$ cat config.mk
export PLATFORM = sky130hd
export DESIGN_NAME = seq_tx
export DESIGN_NICKNAME = d
export VERILOG_FILES = /design/src/rtl/seq_tx.sv
export SDC_FILE = /design/constraint.sdc
export NUM_CORES = 1
export LEC_CHECK = 0
export ABC_CLOCK_PERIOD_IN_PS = 1900
export CORE_MARGIN = 4
export CORE_UTILIZATION = 53
export CTS_BUF_LIST = sky130_fd_sc_hd__clkbuf_4 sky130_fd_sc_hd__clkbuf_8
export CTS_CLUSTER_DIAMETER = 200
export DETAILED_ROUTE_END_ITERATION = 8
export PLACE_DENSITY = 0.9
export SLEW_MARGIN = 5
export SYNTH_ARGS = -nofsm -noshare
export SYNTH_HDL_FRONTEND = slang
export SYNTH_SLANG_ARGS = --single-unit
export TNS_END_PERCENT = 10
$ cat constraint.sdc
create_clock -name clk -period 1.9 [get_ports clk]
set_input_delay 0.285 -clock clk [delete_from_list [all_inputs] [get_ports clk]]
set_output_delay 0.285 -clock clk [all_outputs]
set_load 0.01 [all_outputs]
$ cat src/rtl/seq_tx.sv
// seq_tx: serial frame transmitter, sends header, four payload bytes and an additive checksum MSB first.
module seq_tx #(
    parameter int unsigned        HEAD_W   = 8,
    parameter logic [HEAD_W-1:0]  HEAD     = 8'hD3,
    parameter int unsigned        GAP      = 2,
    parameter logic               IDLE_BIT = 1'b0
) (
    input  logic       clk,
    input  logic       rst_n,
    input  logic       start,
    input  logic [7:0] in_data0,
    input  logic [7:0] in_data1,
    input  logic [7:0] in_data2,
    input  logic [7:0] in_data3,
    input  logic       err_inj,
    output logic       data_out,
    output logic       ready,
    output logic       busy,
    output logic       frame_done
);
    localparam int unsigned FW = HEAD_W + 40;
    localparam logic [5:0] HEAD_LAST  = 6'(HEAD_W - 1);
    localparam logic [5:0] FRAME_LAST = 6'(FW - 1);
    localparam logic [5:0] PRE_LAST   = 6'(FW - 2);
    localparam logic [5:0] GAP_LAST   = 6'(GAP - 1);
    typedef enum logic [1:0] {S_IDLE, S_HEAD, S_PAYLOAD, S_GAP} state_t;
    state_t        state_q;
    logic [5:0]    cnt_q;
    logic [FW-1:0] sr_q;
    logic [FW-1:0] frame_d;
    logic [7:0]    chk_d;
    logic          data_out_q, ready_q, frame_done_q;
    always_comb begin
        chk_d   = (in_data0 + in_data1 + in_data2 + in_data3) ^ {7'd0, err_inj};
        frame_d = {HEAD, in_data0, in_data1, in_data2, in_data3, chk_d};
    end
    // The whole frame, header included, lives in one shift register; cnt_q indexes the bit on the wire.
    always_ff @(posedge clk or negedge rst_n) begin
        if (!rst_n) begin
            state_q      <= S_IDLE;
            cnt_q        <= '0;
            sr_q         <= '0;
            data_out_q   <= IDLE_BIT;
            ready_q      <= 1'b1;
            frame_done_q <= 1'b0;
        end else begin
            case (state_q)
                S_IDLE: if (start) begin
                    state_q    <= S_HEAD;
                    data_out_q <= frame_d[FW-1];
                    sr_q       <= frame_d << 1;
                    cnt_q      <= '0;
                    ready_q    <= 1'b0;
                end
                S_HEAD: begin
                    data_out_q <= sr_q[FW-1];
                    sr_q       <= sr_q << 1;
                    cnt_q      <= cnt_q + 6'd1;
                    if (cnt_q == HEAD_LAST) state_q <= S_PAYLOAD;
                end
                S_PAYLOAD: if (cnt_q == FRAME_LAST) begin
                    state_q      <= S_GAP;
                    data_out_q   <= IDLE_BIT;
                    frame_done_q <= 1'b0;
                    cnt_q        <= '0;
                end else begin
                    data_out_q   <= sr_q[FW-1];
                    sr_q         <= sr_q << 1;
                    cnt_q        <= cnt_q + 6'd1;
                    frame_done_q <= (cnt_q == PRE_LAST);
                end
                S_GAP: if (cnt_q == GAP_LAST) begin
                    state_q <= S_IDLE;
                    ready_q <= 1'b1;
                    cnt_q   <= '0;
                end else begin
                    cnt_q <= cnt_q + 6'd1;
                end
                default: state_q <= S_IDLE;
            endcase
        end
    end
    assign data_out   = data_out_q;
    assign ready      = ready_q;
    assign busy       = ~ready_q;
    assign frame_done = frame_done_q;
endmodule

Yosys cells after proc, flatten, opt, wreduce, memory -nomap -nowiden:

Cells that the tools add are included.

* register bits: 59
* bits of input ports: 36
* output and inout port bits: 4
* logic and storage cells: 50

* $add $sub $neg: 4
* equality and inequality tests: 12
* muxes and demuxes: 19
* bitwise logic cells: 2
* reduce and logical (&&, ||, !) cells: 7

Operators with widths (count)
* $pmux W48 S3: 1
* $mux W48: 2
* $add A8 B8 Y8: 3
* $pmux W6 S4: 1
* $mux W6: 3
* $eq A6 B6 Y1 const B: 2
* $ne A2 B2 Y1 const B: 5
* $mux W2: 4
* $pmux W2 S4: 1
* $xor A8 B1 Y8: 1
* $add A6 B1 Y6 const B: 1
* $eq A6 B1 Y1 const B: 1
* $eq A6 B3 Y1 const B: 1
* $reduce_and A3 Y1: 2
* $mux W1: 5
* $eq A2 B2 Y1 const B: 2
* $reduce_and A4 Y1: 1
* $pmux W1 S3: 1
* $reduce_bool A3 Y1: 1
* $eq A2 B1 Y1 const B: 1
* $logic_not A2 Y1: 1
* $pmux W1 S2: 1
* $reduce_and A2 Y1: 1
* $reduce_bool A2 Y1: 1
* $not A1 Y1: 1

Longest topological paths before layout:

* word-level depth: 6
* gate-level depth with buffers: 12
* depth with buffers taken out: 12

Worst setup path before layout:

No wires, ideal clock.

* path kind: input to register
* start: input port in_data0[1]
* end: register sr_q[8]
* setup time: 69 ps
* arrival time: 2838 ps
* required time: 1831 ps
* setup slack: -1007 ps
* stages: 12
* buffers on the path: 0
* cells stage by stage: inv_1 fa_1 inv_1 fa_1 ha_1 inv_1 fa_1 nor2b_1 o31a_1 o22ai_1 or4_1 nand3_1

* longest elaborated chain between the ends: 6

RTL lines
* start, declared: line 11 `input logic [7:0] in_data0,`
* $add A8 B8 Y8 (3 in a row): line 34 `chk_d = (in_data0 + in_data1 + in_data2 + in_data3) ^ {7'd0, err_inj};`
* $xor A8 B1 Y8: line 34
* $mux W48: line 48 `S_IDLE: if (start) begin`
* $pmux W48 S3: line 47 `case (state_q)`
* end signal, assigned: line 51 `sr_q <= frame_d << 1;`
* end signal, assigned: line 57 `sr_q <= sr_q << 1;`
* end signal, assigned: line 68 `sr_q <= sr_q << 1;`
* end, declared: line 29 `logic [FW-1:0] sr_q;`

No other way between the ends. The select of a mux whose other input is x is not followed.
A chain may end at the register's enable or synchronous reset.

Worst setup path in the final report:

Ends and elaborated chain as after synthesis.

==> results.py <==
metrics = {
    "clock_network": {
        "ctsRootBufferMaster": "clkbuf_8",
        "tritoncts": "built",
        "htree_levels": 3,
        "cts_sinks": 58,
        "cts_max_path_buffers": 2,
        "cts_buffers": 9,
        "clk_latency_ns": 0.35,
        "clk_pin_slew_ns": 0.07,
    },
    "floorplan": {
        "io_pins": 40,
        "die-area_um2": 8010,
        "die_w_um": 89.5,
        "row_count": 29,
        "initial_core_util_pct": 55.1,
        "coreArea_um2": 6390,
        "die_y_um": 89.5,
    },
    "global_route": {
        "track_usage_pct": 26.2,
        "antenna_found_initial": 0,
        "grt_pass1_wl_mm": 15.5,
        "grt_pass1_vias": 3227,
        "grt_max_degree": 59,
        "gr-total-overflow": 0,
    },
    "drt": {
        "drt_pass1_iterations": 7,
        "met2_length_mm": 5.19,
        "viasPerCell": 5.88,
        "drt-initial-drc-count": 226,
        "antenna_left": 0,
        "vias": 3117,
        "drt-met1-wl_mm": 3.68,
        "wl_per_cell_um": 19.3,
        "drt-total-wl_mm": 10.2,
        "routed.top_layer": "met4",
        "dr_wl_met3_um": 613,
        "post-route-drc-count": 0,
    },
    "yosys": {
        "synthArstFlopShare_pct": 100,
        "seq_area_frac_synth_pct": 41.3,
        "yosys.cell_count.top_type": "nand2_1",
        "ys.flop_type": "dfrtp_1",
        "synth.top_cell.area_share_pct": 40.5,
        "syn_inst": 371,
        "synth_common_cells": "62 x nand2_1, 57 x dfrtp_1, 51 x o21ai_0, 42 x inv_1, 35 x mux2i_1",
        "synthesis.area_um2": 3520,
        "netlist_top_cells_area": "dfrtp_1 41%, mux2i_1 10%, fa_1 8.0%",
        "ys.warnings.count": 0,
        "avgSynthCellArea_um2": 9.48,
        "synth.distinct_cells": 46,
        "synth_edf_count": 0,
        "synth_nets": 436,
        "ys_ff_latch": 58,
        "synth_largest_area_cell": "dfrtp_1",
    },
    "timing": {
        "setup_viol": 9,
        "hold_violations": 0,
        "min_period_over_period_pct": 150,
        "skew_ns": 0.00761,
        "maxSlewViolCount": 0,
        "worst_pin_slew_ns": 0.350,
        "fin_ws_ns": -0.953,
        "rsz0062_at_grt": "yes",
        "fmax_ghz": 0.350,
        "max_slew_margin_pct": 76.6,
        "finalWorstPathRequiredPeriod_ns": 2.85,
    },
    "job": {
        "maxCapViolations": 0,
    },
    "final_layout": {
        "num_antenna_cells": 0,
        "drive_above_1_share_pct": 27.2,
        "finalInstanceArea_um2": 4740,
        "final_net_count": 513,
        "syn_to_final_growth_pct": 34.6,
    },
    "placed_design": {
        "gp_routability_congestion": 0.855,
        "dp_slack_ns": -1.64,
        "place_area_um2": 4200,
        "hpwl_mm": 5.75,
        "port_buffers": 39,
    },
    "worst_hold_path": {
        "min_path_type": "in -> reg",
    },
    "critical_path": {
        "endpoint_kind": "flip-flop",
        "worstPathArrival_ns": 3.13,
        "startpoint_type": "input pin",
        "critPathMaxFanout": 2,
        "crit_type": "in -> reg",
        "required_ns": 2.18,
    },
    "power_and_ir_drop": {
        "p_per_area_nw_per_um2": 792,
        "ir_drop_mv": 0.566,
        "leakagePower_nw": 2.38,
    },
    "outcome": {
        "violations": "setup timing",
        "outcome": "finished with violations",
    },
}
[final timing paths]
path / start / endpoint / slack [ns] / depth (start not counted)
worst max register to register: state_q[0] / sr_q[7] / -0.08 / 6
worst min register to register: sr_q[9] / sr_q[9] / 0.48 / 2
min in group asynchronous: rst_n / sr_q[1] / 0.46 / 3
worst min-delay path: in_data2[3] / sr_q[20] / 0.24 / 3
max in group asynchronous: rst_n / ready / 1.15 / 3
worst max-delay path: in_data0[1] / sr_q[8] / -0.95 / 13
[sequential cells by signal (all words and copies together), names as in the netlist]
signal	cells
state_q	2
ready	1
data_out	1
frame_done	1
sr_q	47
cnt_q	6
[layer usage]
metal | GRT usage (%) | vias up
met2 | 44.4 | 164
met1 | 28.4 | 1502
met3 | 6.45 | 59
li1 | - | 1392
met5 | 0 | -
met4 | 18.8 | 0
[cell usage in the layout (no fill, tap or decap), types with 6 or more instances in the layout]
master and count:
a21oi_1 6, buf_4 38, buf_6 9, clkbuf_8 11, clkdlybuf4s50_1 18, dfrtp_1 56, fa_1 9, ha_1 7
ha_4 6, inv_1 23, inv_2 14, mux2i_1 35, nand2_1 62, nor2_1 11, nor2b_1 6, o21ai_0 38
o21ai_1 13
[where the power goes]
group	switching, mW	internal, mW	leakage, nW	total, mW
Combinational	0.513	0.549	1.45	1.06
Clock	0.515	0.938	0.129	1.45
Sequential	0	1.23	0.797	1.23
Total	1.03	2.72	2.38	3.75
[stage by stage]
step / hold WS [ns] / TNS, ns / cells / total power [mW] / util (%)
6_report: 0.236 / -4.22 / 530 / 3.75 / 74.2
5_1_grt: 0.244 / -7.46 / 530 / 3.88 / 74.2
4_1_cts: 0.278 / -6.09 / 524 / 3.41 / 71.4
3_5_place_dp: 0.312 / -11.15 / 503 / 1.84 / 65.8
3_3_place_gp: 0.309 / -9.11 / 503 / 1.80 / 65.8
2_1_floorplan: -0.0106 / -4.38 / 371 / 1.56 / -
[cell type report]
| type | instances | area, µm² |
|---|---|---|
| clock buffers | 11 | 151 |
| clock inverters | 5 | 100 |
| fillers | 412 | 1650 |
| inverters | 42 | 170 |
| multi-input cells | 254 | 2000 |
| flip-flops and latches | 58 | 1450 |
| well taps | 77 | 96.3 |
| repair buffers | 83 | 763 |
[worst max-delay path, cell delays in order]
cell and delay [ns]:
buf_8 0.09, inv_4 0.03, fa_1 0.52, inv_1 0.05
fa_1 0.48, ha_2 0.19, inv_2 0.05, fa_2 0.40
nor2b_4 0.15, o31a_1 0.17, o22ai_2 0.10, or4_1 0.50
nand3_1 0.11
[cell families (layout without fill, tap and decap cells)]
kind of cell,count (synthesis),in the layout,share of synthesized area [%]
AND/OR/NAND/NOR,102,102,13.3
buffers and inverters,59,141,6.79
multiplexers,36,36,10.3
adder cells (fa/ha/maj),29,29,13.3
AO/OA/AOI/OAI,81,81,13.5
flip-flops,58,58,41.3
XOR/XNOR,6,6,1.49
[repair_timing]
action	CTS	global route
endpoints found under the setup margin	38	51
hold buffers	1	0
resized for setup	66	67
hold endpoints to repair	57	0
setup buffers	4	8
pin swaps	17	27
No activity file was read; power rests on OpenSTA's default activity.
